$ cat src/rtl/adat_resync_scheduler.sv
// ============================================================================
// adat_resync_scheduler: round-robin ADAT lock settle / I2S resync sequencer
// Rev 1.0
// ============================================================================
`default_nettype none

module adat_resync_scheduler #(
    parameter int NUM_CH         = 4,
    parameter int SETTLE_CYCLES  = 4096,
    parameter int TIMEOUT_CYCLES = 65536,
    parameter int MAX_RETRY      = 3
) (
    input  logic                      clk_x4_i,
    input  logic                      reset_ni,
    input  logic [NUM_CH-1:0]         adat_locked_i,
    input  logic [NUM_CH-1:0]         i2s_running_i,
    input  logic [NUM_CH-1:0]         force_resync_i,
    output logic [NUM_CH-1:0]         resync_req_o,
    output logic [$clog2(NUM_CH)-1:0] active_ch_o,
    output logic                      busy_o,
    output logic [NUM_CH-1:0]         ch_ready_o,
    output logic [NUM_CH-1:0]         ch_fault_o
);

    localparam int CH_W  = $clog2(NUM_CH);
    localparam int SET_W = $clog2(SETTLE_CYCLES + 1);
    localparam int TMO_W = $clog2(TIMEOUT_CYCLES + 1);
    localparam int RTY_W = $clog2(MAX_RETRY + 1);

    typedef enum logic [1:0] {
        IDLE     = 2'd0,
        SETTLE   = 2'd1,
        REQ      = 2'd2,
        WAIT_RUN = 2'd3
    } state_t;

    state_t              state, state_nxt;
    logic [NUM_CH-1:0]   lock_q, pending, ready, fault;
    logic [NUM_CH-1:0]   sel_mask, ready_nxt, fault_nxt;
    logic [CH_W-1:0]     active, rr_ptr, pick;
    logic [SET_W-1:0]    settle_cnt;
    logic [TMO_W-1:0]    timer;
    logic [RTY_W-1:0]    retry;
    logic                select, succeed, give_up, retry_again;
    logic                act_locked, act_running, timeout, retry_last;

    assign act_locked  = adat_locked_i[active];
    assign act_running = i2s_running_i[active];
    assign timeout     = (timer == TMO_W'(TIMEOUT_CYCLES - 1));
    assign retry_last  = (int'(retry) + 1) >= MAX_RETRY;

    // Round-robin search from rr_ptr; walking backwards lets the nearest pending win.
    always_comb begin
        pick = rr_ptr;
        for (int i = NUM_CH - 1; i >= 0; i--) begin
            int j;
            j = int'(rr_ptr) + i;
            if (j >= NUM_CH) j = j - NUM_CH;
            if (pending[j]) pick = CH_W'(j);
        end
    end

    always_comb begin
        state_nxt   = state;
        select      = 1'b0;
        succeed     = 1'b0;
        give_up     = 1'b0;
        retry_again = 1'b0;
        sel_mask    = '0;
        case (state)
            IDLE: begin
                if (|pending) begin
                    select         = 1'b1;
                    sel_mask[pick] = 1'b1;
                    state_nxt      = SETTLE;
                end
            end
            SETTLE: begin
                if (!act_locked)         state_nxt = IDLE;
                else if (settle_cnt == '0) state_nxt = REQ;
            end
            REQ: state_nxt = WAIT_RUN;
            WAIT_RUN: begin
                // timer != 0 means at least two cycles have passed since the pulse
                if (!act_locked) begin
                    state_nxt = IDLE;
                end else if (act_running && timer != '0) begin
                    succeed   = 1'b1;
                    state_nxt = IDLE;
                end else if (timeout) begin
                    if (retry_last) begin
                        give_up   = 1'b1;
                        state_nxt = IDLE;
                    end else begin
                        retry_again = 1'b1;
                        state_nxt   = REQ;
                    end
                end
            end
            default: state_nxt = IDLE;
        endcase
    end

    always_comb begin
        ready_nxt = ready & adat_locked_i & ~sel_mask;
        fault_nxt = fault;
        if (succeed) begin
            ready_nxt[active] = 1'b1;
            fault_nxt[active] = 1'b0;
        end
        if (give_up) begin
            ready_nxt[active] = 1'b0;
            fault_nxt[active] = 1'b1;
        end
    end

    always_comb begin
        resync_req_o = '0;
        if (state == REQ) resync_req_o[active] = 1'b1;
    end

    always_ff @(posedge clk_x4_i or negedge reset_ni) begin
        if (!reset_ni) state <= IDLE;
        else           state <= state_nxt;
    end

    always_ff @(posedge clk_x4_i or negedge reset_ni) begin
        if (!reset_ni) begin
            lock_q     <= '0;
            pending    <= '0;
            ready      <= '0;
            fault      <= '0;
            active     <= '0;
            rr_ptr     <= '0;
            settle_cnt <= '0;
            timer      <= '0;
            retry      <= '0;
        end else begin
            lock_q  <= adat_locked_i;
            pending <= adat_locked_i & ((pending & ~sel_mask) |
                                        (adat_locked_i & ~lock_q) | force_resync_i);
            ready   <= ready_nxt;
            fault   <= fault_nxt;
            if (select) begin
                active     <= pick;
                rr_ptr     <= (pick == CH_W'(NUM_CH - 1)) ? '0 : pick + 1'b1;
                settle_cnt <= SET_W'(SETTLE_CYCLES);
                retry      <= '0;
            end else if (state != IDLE && state_nxt == IDLE) begin
                active <= '0;
            end
            if (state == SETTLE && settle_cnt != '0) settle_cnt <= settle_cnt - 1'b1;
            if (state == REQ)                        timer <= '0;
            else if (state == WAIT_RUN && !timeout)  timer <= timer + 1'b1;
            if (retry_again) retry <= retry + 1'b1;
        end
    end

    assign active_ch_o = active;
    assign busy_o      = (state != IDLE);
    assign ch_ready_o  = ready;
    assign ch_fault_o  = fault;

endmodule

`default_nettype wire

$ cat config.mk
export PLATFORM = sky130hd
export DESIGN_NAME = adat_resync_scheduler
export DESIGN_NICKNAME = d
export VERILOG_FILES = /design/src/rtl/adat_resync_scheduler.sv
export SDC_FILE = /design/constraint.sdc
export NUM_CORES = 1
export LEC_CHECK = 0
export CORE_UTILIZATION = 35
export CTS_CLUSTER_DIAMETER = 40
export DETAILED_ROUTE_END_ITERATION = 12
export GPL_TIMING_DRIVEN = 0
export HOLD_SLACK_MARGIN = 0.1
export PLACE_DENSITY_LB_ADDON = 0.2
export SETUP_SLACK_MARGIN = 0.15
export SLEW_MARGIN = 5
export SYNTH_ARGS = -nofsm -noshare
export SYNTH_HDL_FRONTEND = slang
export SYNTH_SLANG_ARGS = --single-unit
$ cat constraint.sdc
create_clock -name clk_x4_i -period 6.3 [get_ports clk_x4_i]
set_input_delay 1.26 -clock clk_x4_i [delete_from_list [all_inputs] [get_ports clk_x4_i]]
set_output_delay 1.26 -clock clk_x4_i [all_outputs]
set_load 0.01 [all_outputs]
Word-level counts from Yosys, hierarchy flattened

Index checks and enable logic that the tools add are counted.

Output and inout port bits: 15
Register bits after elaboration: 54
Word-level logic and storage cells: 139

$add $sub $neg: 12
Eq/ne operators: 5
Bitwise gates (word level): 14
Mux-type cells: 67
$lt $le $gt $ge: 13
Reduce and logical (&&, ||, !) cells: 18

Operators with widths:

| cell                                                                          | number |
|---|---|
| 32-bit by 4-bit less-than comparator with 1-bit output, second input constant | 4 |
| 32-bit two-way mux                                                            | 4 |
| 17-bit two-way mux                                                            | 2 |
| 2-bit two-way mux                                                             | 16 |
| 4-bit AND                                                                     | 7 |
| 4-bit two-way mux                                                             | 7 |
| 1-bit two-way mux                                                             | 27 |
| 13-bit two-way mux                                                            | 2 |
| 17-bit by 1-bit adder with 17-bit output, second input constant               | 1 |
| 17-bit by 16-bit == test with 1-bit output, second input constant             | 1 |
| 17-bit nonzero test                                                           | 1 |
| 4-bit OR                                                                      | 4 |
| 13-bit logical NOT                                                            | 1 |
| 13-bit nonzero test                                                           | 1 |
| 13-bit by 1-bit subtractor with 13-bit output, second input constant          | 1 |
| 1-bit binary-select mux with 2-bit select                                     | 6 |
| 4-bit inverter                                                                | 3 |
| 3-bit by 3-bit subtractor with 4-bit output, second input constant            | 3 |
| 2-bit nonzero test                                                            | 5 |
| 3-bit greater-or-equal comparator, second input constant                      | 3 |
| 2-bit one-hot mux with 4 select lines                                         | 1 |
| 2-bit by 1-bit adder with 3-bit output, second input constant                 | 2 |
| 2-bit by 2-bit adder with 3-bit output, second input constant                 | 2 |
| 2-bit == test, second input constant                                          | 3 |
| other kinds (12)                                                              | 22 |

Depth between registers and ports, before layout

Depth after elaboration: 22
Mapped depth: 9
Mapped depth without buffers: 9

Worst setup path before layout

No wires, ideal clock.

Kind: input to register
Start: input adat_locked_i[3]
End: register ready[1] (netlist: ch_ready_o[1])
Stages on the path: 5
Buffers on the path: 0
Library setup time: 0.101 ns
Arrival: 2.336 ns
Path slack: 3.863 ns
Cell sequence: mux4_2 > and3_1 > nand2_2 > nor2_1 > o32ai_1

Cells in the longest elaborated chain, start to end: 7
Elaborated cells on any way between the ends: 9

Ends and longest elaborated chain:

| item                                        | line | RTL |
|---|---|---|
| start, declared                             | 15   | `input logic [NUM_CH-1:0] adat_locked_i,` |
| 1-bit binary-select mux with 2-bit select * | 47   | `assign act_locked = adat_locked_i[active];` |
| 1-bit two-way mux (not written as such) *   | 47   |  |
| 1-bit two-way mux                           | 85   | `if (!act_locked) begin` |
| 1-bit two-way mux                           | 70   | `case (state)` |
| 4-bit two-way mux                           | 107  | `if (succeed) begin` |
| 4-bit AND (no line)                         | --   |  |
| 4-bit two-way mux *                         | 111  | `if (give_up) begin` |
| named net ready_nxt[1]                      | 39   | `logic [NUM_CH-1:0] sel_mask, ready_nxt, fault_nxt;` |
| end signal, assigned                        | 142  | `ready <= ready_nxt;` |
| end, declared                               | 38   | `logic [NUM_CH-1:0] lock_q, pending, ready, fault;` |

The timed path passes the listed nets; every way through them passes the cells marked *. The select of a mux whose other input is x is not followed.
A chain may end at the register's enable or synchronous reset.

Worst setup path after layout

Start: register state[0]
End: output resync_req_o[3]

Cells in the longest elaborated chain, start to end: 2

Ends and longest elaborated chain:

| item                   | line | RTL |
|---|---|---|
| start, declared        | 37   | `state_t state, state_nxt;` |
| start signal, assigned | 124  | `else state <= state_nxt;` |
| 2-bit == test          | 119  | `if (state == REQ) resync_req_o[active] = 1'b1;` |
| 4-bit two-way mux      | 119  |  |
| end, declared          | 18   | `output logic [NUM_CH-1:0] resync_req_o,` |

No other way between the ends.

==> metrics.txt <==
violation count after the first detailed-routing iteration 118; Yosys reg bits 54; CTS root buf clkbuf_8; most numerous cell in the Yosys netlist dfrtp_1; syn avg cell area 9.55 um2; Fin Setup TNS 0 ns; crit path DAT 2.24 ns; Post-CTS Hold Buffers 0; 1st-pass router iterations 4; type of the worst min-delay path flip-flop to flip-flop; vias in the first global route approximately 2,100; IO buf count 28; dominant cell type by area after synthesis dfrtp_1; Cells after Synth 296; Post-DP Area roughly 3200 um2; row count 32; final WL roughly 6.1 mm; Tmin final 3.50 ns; initial antenna violation count 0; Via density 5.22; Tightest Pin Transition 0.803 ns; nets@finish 354; Tot Pwr 1060 uW; peak supply drop around 0.19 mV; WP data required 5.04 ns; Critical Path Slowest Stage Cell clkdlybuf4s50_1; LEAKAGE 0.00146 uW; post-DR wirelength/cell around 14 um; final setup vio count 0; max-capacitance violation count 0; Detail Route Antenna Nets 0; pwr dens 318 nW/um2; status finished, final reports clean; mapped cell area 2830 um2; post-synthesis sequential area ratio 47.8%; clock sinks 54; Clock Pin Slew Worst Setup and Hold Paths about 0.09 ns; Final Wtd Congestion 0.797; area grow syn2layout 17.8%; Tcrit/Tclk final a little under three fifths; GRT Util Overall 15.5%; layout cells sized above 1 6.02%; Yosys warnings 0; top post-synthesis cells by count dfrtp_1 (54), nand2_1 (44), nor2_1 (27), o21ai_0 (19), inv_1 (18); Worst Path Buf+Inv 4; starting density of the core 36.4%; CP top delay family buffers and inverters; Clock Path Buffers 2; top post-synthesis cells by area dfrtp_1 (48%), nand2_1 (5.8%), mux2i_1 (5.0%); Critical Path Most Common Cell clkbuf_1; Critical Path End Type output port; full die area roughly 8400 um2; Post-synth top flop dfrtp_1; critical-path cell list clkbuf_1, inv_1, nand2_1, clkbuf_1, nor2_1, clkdlybuf4s50_1; post-layout util a little over two fifths; Final Skew around 0.010 ns; antenna fix cells 0; Post-CTS Resized 0; post-CTS setup buffers 0; Largest stage delay, worst path 0.50 ns; Max Freq around 290 MHz; post-DP HPWL approximately 4.5 mm; first-pass GRT wire length between 10 and 15 mm; via count 2,267; unrepaired setup endpoints after global routing no; post-synthesis cell type count 48; CTS H-Tree Depth 2; TritonCTS clock tree yes; Congestion Overflow GR 0; Max Slew Vio Count 0; cell area after layout 3330 um2; Yosys top cell area share between 40% and 50%; crit-path max FO 10; die width 91.9 um; pin count of the biggest net entering global routing 32; critical setup path kind flip-flop to output port; DRC viols 0; number of synthesized flops with an enable pin 0; Die Y 91.9 um; Worst-Skew Late Latency approximately 0.30 ns; CP startpoint kind flip-flop; core area 7770 um2; total CTS buffers 5; Hold Vio Cnt, Final 0; ys async rst share 100%; Synth Net Count approximately 320; Ports 29; Slew headroom 46.5%
-- per-layer routing --
metal | track usage, % | vias up | part of all wire, %
met4 | 6.12 | 0 | 1.2
met5 | 0 | - | 0
li1 | - | 1140 | -
met2 | 24.8 | 38 | 48
met3 | 2.90 | 4 | 3.3
met1 | 20.9 | 1085 | 48
-- sequential cells by signal, indices dropped and copies added (netlist names) --
signal	count
settle_cnt	13
pending	4
timer	17
lock_q	4
retry	2
state	2
rr_ptr	2
ch_ready_o	4
active_ch_o	2
ch_fault_o	4
-- power breakdown --
group | leakage (uW) | switching, uW | internal [uW] | total, uW
clock network | 0.0000373 | 108 | 76.5 | 184
registers | 0.000711 | 64.0 | 403 | 467
logic | 0.000712 | 234 | 173 | 407
-- cell families (layout without fill, tap and decap cells) --
group                      Yosys count  count (layout)  share of synthesized area [%]
xor gates and xnor gates             2               2                          0.620
DFF                                 54              54                           47.8
adders and majority gates            8               8                           3.54
AOI/OAI and AO/OA                   67              67                           15.8
muxes                               16              16                           6.55
buffers and inverters               24              60                           3.45
and+or+nand+nor                    125             125                           22.2
-- worst paths after layout --
kind / start / to / slack, ns / cells past startpoint
worst max-delay path: state[0] / resync_req_o[3] / 2.80 / 6
worst min-delay path: settle_cnt[12] / settle_cnt[12] / 0.48 / 1
worst max register to register: timer[8] / timer[10] / 3.62 / 9
worst min register to register: settle_cnt[12] / settle_cnt[12] / 0.48 / 1
max in group asynchronous: reset_ni / settle_cnt[11] / 4.79 / 2
min in group asynchronous: reset_ni / timer[10] / 0.94 / 1
-- stage by stage --
stage / worst slack, ns / instances / hold slack, ns
global route: 2.65 / 434 / 0.508
finish: 2.80 / 434 / 0.479
global placement: 2.19 / 426 / 0.455
floorplan: 3.86 / 296 / 0.442
CTS: 2.76 / 434 / 0.485
detailed placement: 3.10 / 427 / 0.463
-- cell type report --
class	instances	area, um2
inverter	18	67.6
fill	784	4440
clock buffer	6	72.6
sequential	54	1350
multi-input combinational	218	1380
timing repair buffer	29	295
clock inverter	1	7.51
buffer	6	30.0
tap	102	128
-- cell usage in the layout, fill, tap and decap left out, drive strengths merged, types with 5 or more instances in the layout --
cell / Yosys / routed
nor3: 5 / 5
clkbuf: 5 / 11
clkdlybuf4s50: 0 / 27
nand2: 45 / 45
inv: 18 / 18
nand3: 17 / 17
nor2: 27 / 27
o21ai: 19 / 19
nand2b: 5 / 5
o22ai: 7 / 7
mux2i: 14 / 14
o211ai: 6 / 6
dfrtp: 54 / 54
nor4: 5 / 5
ha: 8 / 8
and4: 5 / 5
a21oi: 6 / 6
Note: power is estimated with default switching activity, not from simulation.
==> patch 1 (same flow settings) <==
The 4 states of `state_t` get a one-hot encoding in 4 bits.
--- a/src/rtl/adat_resync_scheduler.sv
+++ b/src/rtl/adat_resync_scheduler.sv
@@ -27,11 +27,11 @@
     localparam int TMO_W = $clog2(TIMEOUT_CYCLES + 1);
     localparam int RTY_W = $clog2(MAX_RETRY + 1);
 
-    typedef enum logic [1:0] {
-        IDLE     = 2'd0,
-        SETTLE   = 2'd1,
-        REQ      = 2'd2,
-        WAIT_RUN = 2'd3
+    typedef enum logic [3:0] {
+        IDLE     = 4'b0001,
+        SETTLE   = 4'b0010,
+        REQ      = 4'b0100,
+        WAIT_RUN = 4'b1000
     } state_t;
 
     state_t              state, state_nxt;
Behaviour: same outputs for any inputs over 4 cycles, from zero or initial values and one cycle with reset_ni low; so few cycles prove little.
==> patch 1 against the original RTL <==
  * Critical path depth fell by 2
  * Final area rose by 5.1%
  * Sequential share of layout area fell by 0.49 points
  * Total power rose by 1.3%
  * Combinational power fell by 3%
  * Routed wire length rose by 6.0%
  * Count of clock-buffer cells in the layout did not move
  * Clock power rose by 5%
  * Setup slack improved by 0.080 ns
  * Area after synthesis rose by 5.7%
  * Critical path type unchanged
  * Sequential cell count rose by 2
==> patch 1: results (changes against the original RTL) <==
Final layout
  • Ratio of cells with drive above 1 in the final layout: 7.56% (+1.5 points)
  • Biggest regs: timer x17, settle_cnt x13
  • Fill count: 787 (+0.38%)
  • Post-Layout Cell Count: 449 (+3.5%)
  • Final nets: 367 (+3.7%)
  • # diodes: 0 (unchanged)

CTS
  • CTS Buf Count: 5 (unchanged)
  • Clock Pin Slew Worst Setup and Hold Paths: ~0.1 ns
  • Clk buf depth: 2 (unchanged)
  • Post-CTS Setup Inserts: 0 (unchanged)
  • Skew-Pair Late Insertion Delay: approximately 0.31 ns
  • Post-cts sizing count: 0 (unchanged)
  • Htree depth: 2 (unchanged)
  • Root buffer cell: clkbuf_8

Setup path
  • CP max-delay cell: dfstp_2
  • CP startpoint: state[0]
  • Critical Path AT: 2.16 ns (-0.08 ns)
  • Max incr delay on CP: 0.63 ns (+0.13 ns)
  • CP max FO: 9 (-1)
  • Worst path top cell family by delay: buffers and inverters
  • R2R Path Start: timer[3]

Synth
  • Synth Instances: 307 (+3.7%)
  • Sequential fraction of the synthesis area: 47.0% (-0.85 points)
  • Ys async rst share: 100% (unchanged)
  • Top post-synthesis cells by area: dfrtp_1, ha_1, nor2_1
  • Synthesis Warnings: 0 (unchanged)
  • Commonest cells post-synth: dfrtp_1, nor2_1, nand2_1
  • Post-synth net total: 331 (+4.1%)
  • Post-synthesis cell type count: 54 (+13%)

Timing
  • Worst Skew: 0.0114 ns (+0.00102 ns)
  • Worst-margin pin slew: 1.36 ns (+0.560 ns)

Placement
  • GP Congestion: 0.839 (+5.3%)
  • Port buffer count: 28 (unchanged)
  • Post-DP HPWL: 4810 microns (+6.0%)
  • Cells after DPL: 441 (+3.3%)

Power
  • Max IR drop VDD: 0.000115 V (-41%)
  • Leak pwr: 1.43 nW (-1.9%)

Drt
  • Initial DRC Count: 93 (-21%)
  • First-pass DRT Iterations: 4 (unchanged)
  • Total number of vias: 2424 (+6.9%)
  • Final WL: 6480 microns (+6.0%)

GRT
  • Grt met3 use: 2.66% (-0.25 points)
  • M1 GR Usage: 19.9% (-0.97 points)
  • Initial antenna violation count: 0 (unchanged)
  • Total Routing Usage GR: 15.4% (-0.11 points)
  • Met2 usage: 26.6% (+1.8 points)
  • Largest net degree at the start of global routing: 34 (+6.3%)
  • Vias in the first global route: 2293 (+7.4%)
  • First-pass GRT wire length: 10800 microns (+5.0%)

Job
  • Max_cap viols: 0 (unchanged)

Min path
  • Hold crit path type: flop to flop
  • Worst hold path startpoint: settle_cnt[6]

Status
  • Status: finished clean
==> patch 1: power by group <==
part	total (mW)	internal, mW	leakage, nW	switching (mW)
clock	0.194	0.0781	0.0412	0.116
combinational	0.395	0.159	0.647	0.236
sequential	0.482	0.418	0.744	0.0642
==> patch 1: area by class of cell <==
| class | count | area share [%] |
|---|---|---|
| Clock inverter | 2 | 0.358 |
| Tap cell | 105 | 3.76 |
| Clock buffer | 6 | 2.07 |
| Timing Repair Buffer | 29 | 8.44 |
| Sequential cell | 56 | 40.1 |
| Multi-Input combinational cell | 232 | 43.1 |
| Buffer | 7 | 0.930 |
| Inverter | 12 | 1.29 |
==> patch 1: per-layer routing <==
metal	vias up	wire length, microns	share of wire [%]
met1	1185	3110	48
met5	-	0	0
met2	30	3140	49
li1	1204	-	-
met3	5	161	2.5
met4	0	59	0.91
==> patch 1: metrics by stage <==
step                worst slack [ns]  utilization [%]  instance area, sq um
finish                          2.88             42.6                  3500
detailed placement              3.12             41.5                  3410
global placement                2.17             41.4                  3400
CTS                             2.89             42.6                  3500
floorplan                       3.75                -                  2990
global route                    2.77             42.6                  3500
==> patch 1: path summary, 6_finish.rpt <==
check                      slack [ns]  cells after the start       endpoint
max in group asynchronous        4.73                      2       state[0]
min in group asynchronous        0.94                      1      timer[13]
min reg2reg                      0.50                      1  settle_cnt[6]
min                              0.50                      1  settle_cnt[6]
max reg2reg                      3.47                      9      timer[14]
max                              2.88                      4         busy_o
==> patch 1: kinds of logic (layout without fill, tap and decap cells) <==
logic type,count (synthesis),after routing,synth area share [%]
compound gates,62,62,14.0
simple gates,138,138,24.6
fa+ha+maj,10,10,4.19
mux,9,9,3.90
buf+inv,19,56,2.60
xor+xnor,13,13,3.81
flops,56,56,47.0
==> patch 2 (same settings) <==
Made on the original files. Change the parameter `MAX_RETRY` from 3 to 2.
--- a/src/rtl/adat_resync_scheduler.sv
+++ b/src/rtl/adat_resync_scheduler.sv
@@ -8,7 +8,7 @@
     parameter int NUM_CH         = 4,
     parameter int SETTLE_CYCLES  = 4096,
     parameter int TIMEOUT_CYCLES = 65536,
-    parameter int MAX_RETRY      = 3
+    parameter int MAX_RETRY      = 2
 ) (
     input  logic                      clk_x4_i,
     input  logic                      reset_ni,
Function: same outputs for any inputs over 4 cycles, from zero or initial values and one cycle with reset_ni low; that may be too few to reach the edited logic, so the function may still have changed.
==> patch 2 against the original RTL <==
  * Area after synthesis is 0.80% higher
  * Final cell count is 0.92% lower
  * Routed wire length is 5.5% higher
  * Sequential cell count stayed put
  * Combinational power is 4% higher
  * Setup slack worse by 0.22 ns
  * Via count is 0.71% higher
  * Total power is 0.55% higher
  * Final area is 0.56% higher
==> patch 2: results (changes against the original RTL) <==
Power
  • Leak pwr: 1.38 nW (-5.4%)
  • Max IR drop VDD: 0.0000996 V (-48%)

Drt
  • Total number of vias: 2283 (+0.71%)
  • Antenna-violating nets left: 0 (unchanged)
  • Final WL: 6440 microns (+5.5%)
  • Initial DRC Count: 84 (-29%)
  • Met3 wire length: 165 microns (-18%)
  • Wl on met1: 3360 microns (+15%)
  • Met2 wire len: 2830 microns (-2.8%)

Final layout
  • Register share of the cell area: 40.4% (-0.23 points)
  • Ratio of cells with drive above 1 in the final layout: 6.40% (+0.38 points)
  • Clock-cell share: 2.28% (-0.13 points)
  • Non-clock inverter count: 24 (+6)
  • Multi-input logic area: 1350 sq um (-1.7%)
  • Nonclk buf count: 40 (+14%)
  • #MultiIn Comb: 203 (-6.9%)
  • Fraction of area in non-clock buffers: 10.4% (+0.66 points)
  • Final nets: 349 (-1.4%)
  • Layout clock buffer count: 7 (+1)
  • Fill count: 791 (+0.89%)

Setup path
  • R2R Path Start: timer[10]
  • Reg2reg end: timer[12]
  • Critical Path AT: 2.46 ns (+0.22 ns)
  • CP startpoint: state[1]
  • Worst Setup EP: resync_req_o[0]
  • R2R setup slack: 3.67 ns (+0.05 ns)
  • Max incr delay on CP: 0.57 ns (+0.07 ns)

Synth
  • Mean Syn Cell Area: 9.76 sq um (+2.2%)
  • Commonest cells post-synth: dfrtp_1, o21ai_0, inv_1
  • Sequential fraction of the synthesis area: 47.4% (-0.38 points)
  • Synthesis Warnings: 0 (unchanged)
  • Post-synthesis cell type count: 53 (+10%)
  • Top post-synthesis cells by area: dfrtp_1, o21ai_0, nand3_1
  • Post-synth net total: 313 (-1.6%)

GRT
  • M1 GR Usage: 24.0% (+3.1 points)
  • Total Routing Usage GR: 16.6% (+1.1 points)
  • Met2 usage: 25.1% (+0.37 points)
  • Initial antenna violation count: 0 (unchanged)
  • First-pass GRT wire length: 11000 microns (+7.0%)

Status
  • Status: finished clean

Min path
  • Worst hold endpoint: pending[2]
  • Worst hold path startpoint: lock_q[2]

Timing
  • Max_slew headroom: 51.1% (+4.7 points)
  • Final worst path period share: 59.1% (+3.6 points)
  • Worst Skew: 0.00734 ns (-0.00308 ns)

Placement
  • GP Congestion: 0.810 (+1.5%)
  • Post-DP HPWL: 4610 microns (+1.4%)
  • Place WS: 2.79 ns (-0.318 ns)

CTS
  • Root buffer cell: clkbuf_8
==> patch 2: cell count changes in the layout (fill, tap and decap cells not counted), moves of 6 or more <==
cell and change:
nand2_1 -22, nor2_1 -16, mux2i_1 -8, o21ai_0 +8, nand4_1 +7, inv_1 +6, o22ai_1 -6
==> patch 2: worst reg2reg max path, cell delays in order, from the launching register on <==
cell	delay [ns]
dfrtp_1	0.45
and3_1	0.22
and3_1	0.21
and4_1	0.22
ha_1	0.22
nand3b_1	0.23
or3_1	0.44
nor2_1	0.28
nand3_1	0.14
mux2i_1	0.13
==> patch 2: cells by family after synthesis <==
group / Yosys count / synth area share [%]
AO/OA/AOI/OAI: 79 / 19.3
XOR/XNOR: 3 / 0.922
adder cells (fa/ha/maj): 7 / 3.07
buffers and inverters: 35 / 5.05
flip-flops: 54 / 47.4
multiplexers: 8 / 3.69
AND/OR/NAND/NOR: 106 / 20.5
==> patch 2: power breakdown <==
group | leakage [nW] | switching (mW) | internal (mW) | total [mW]
clock network | 0.0383 | 0.107 | 0.0769 | 0.184
registers | 0.713 | 0.0562 | 0.402 | 0.458
logic | 0.630 | 0.249 | 0.172 | 0.422
==> patch 2: stage by stage <==
stage | std cells | utilization, % | area [sq um] | hold WS [ns] | power, mW
final | 430 | 42.9 | 3350 | 0.423 | 1.06
after global routing | 430 | 42.9 | 3350 | 0.447 | 1.15
after CTS | 430 | 42.9 | 3350 | 0.428 | 1.08
after detailed placement | 423 | 41.9 | 3270 | 0.415 | 0.889
after global placement | 422 | 41.7 | 3260 | 0.405 | 0.879
after floorplan | 292 | - | 2850 | 0.399 | 0.760
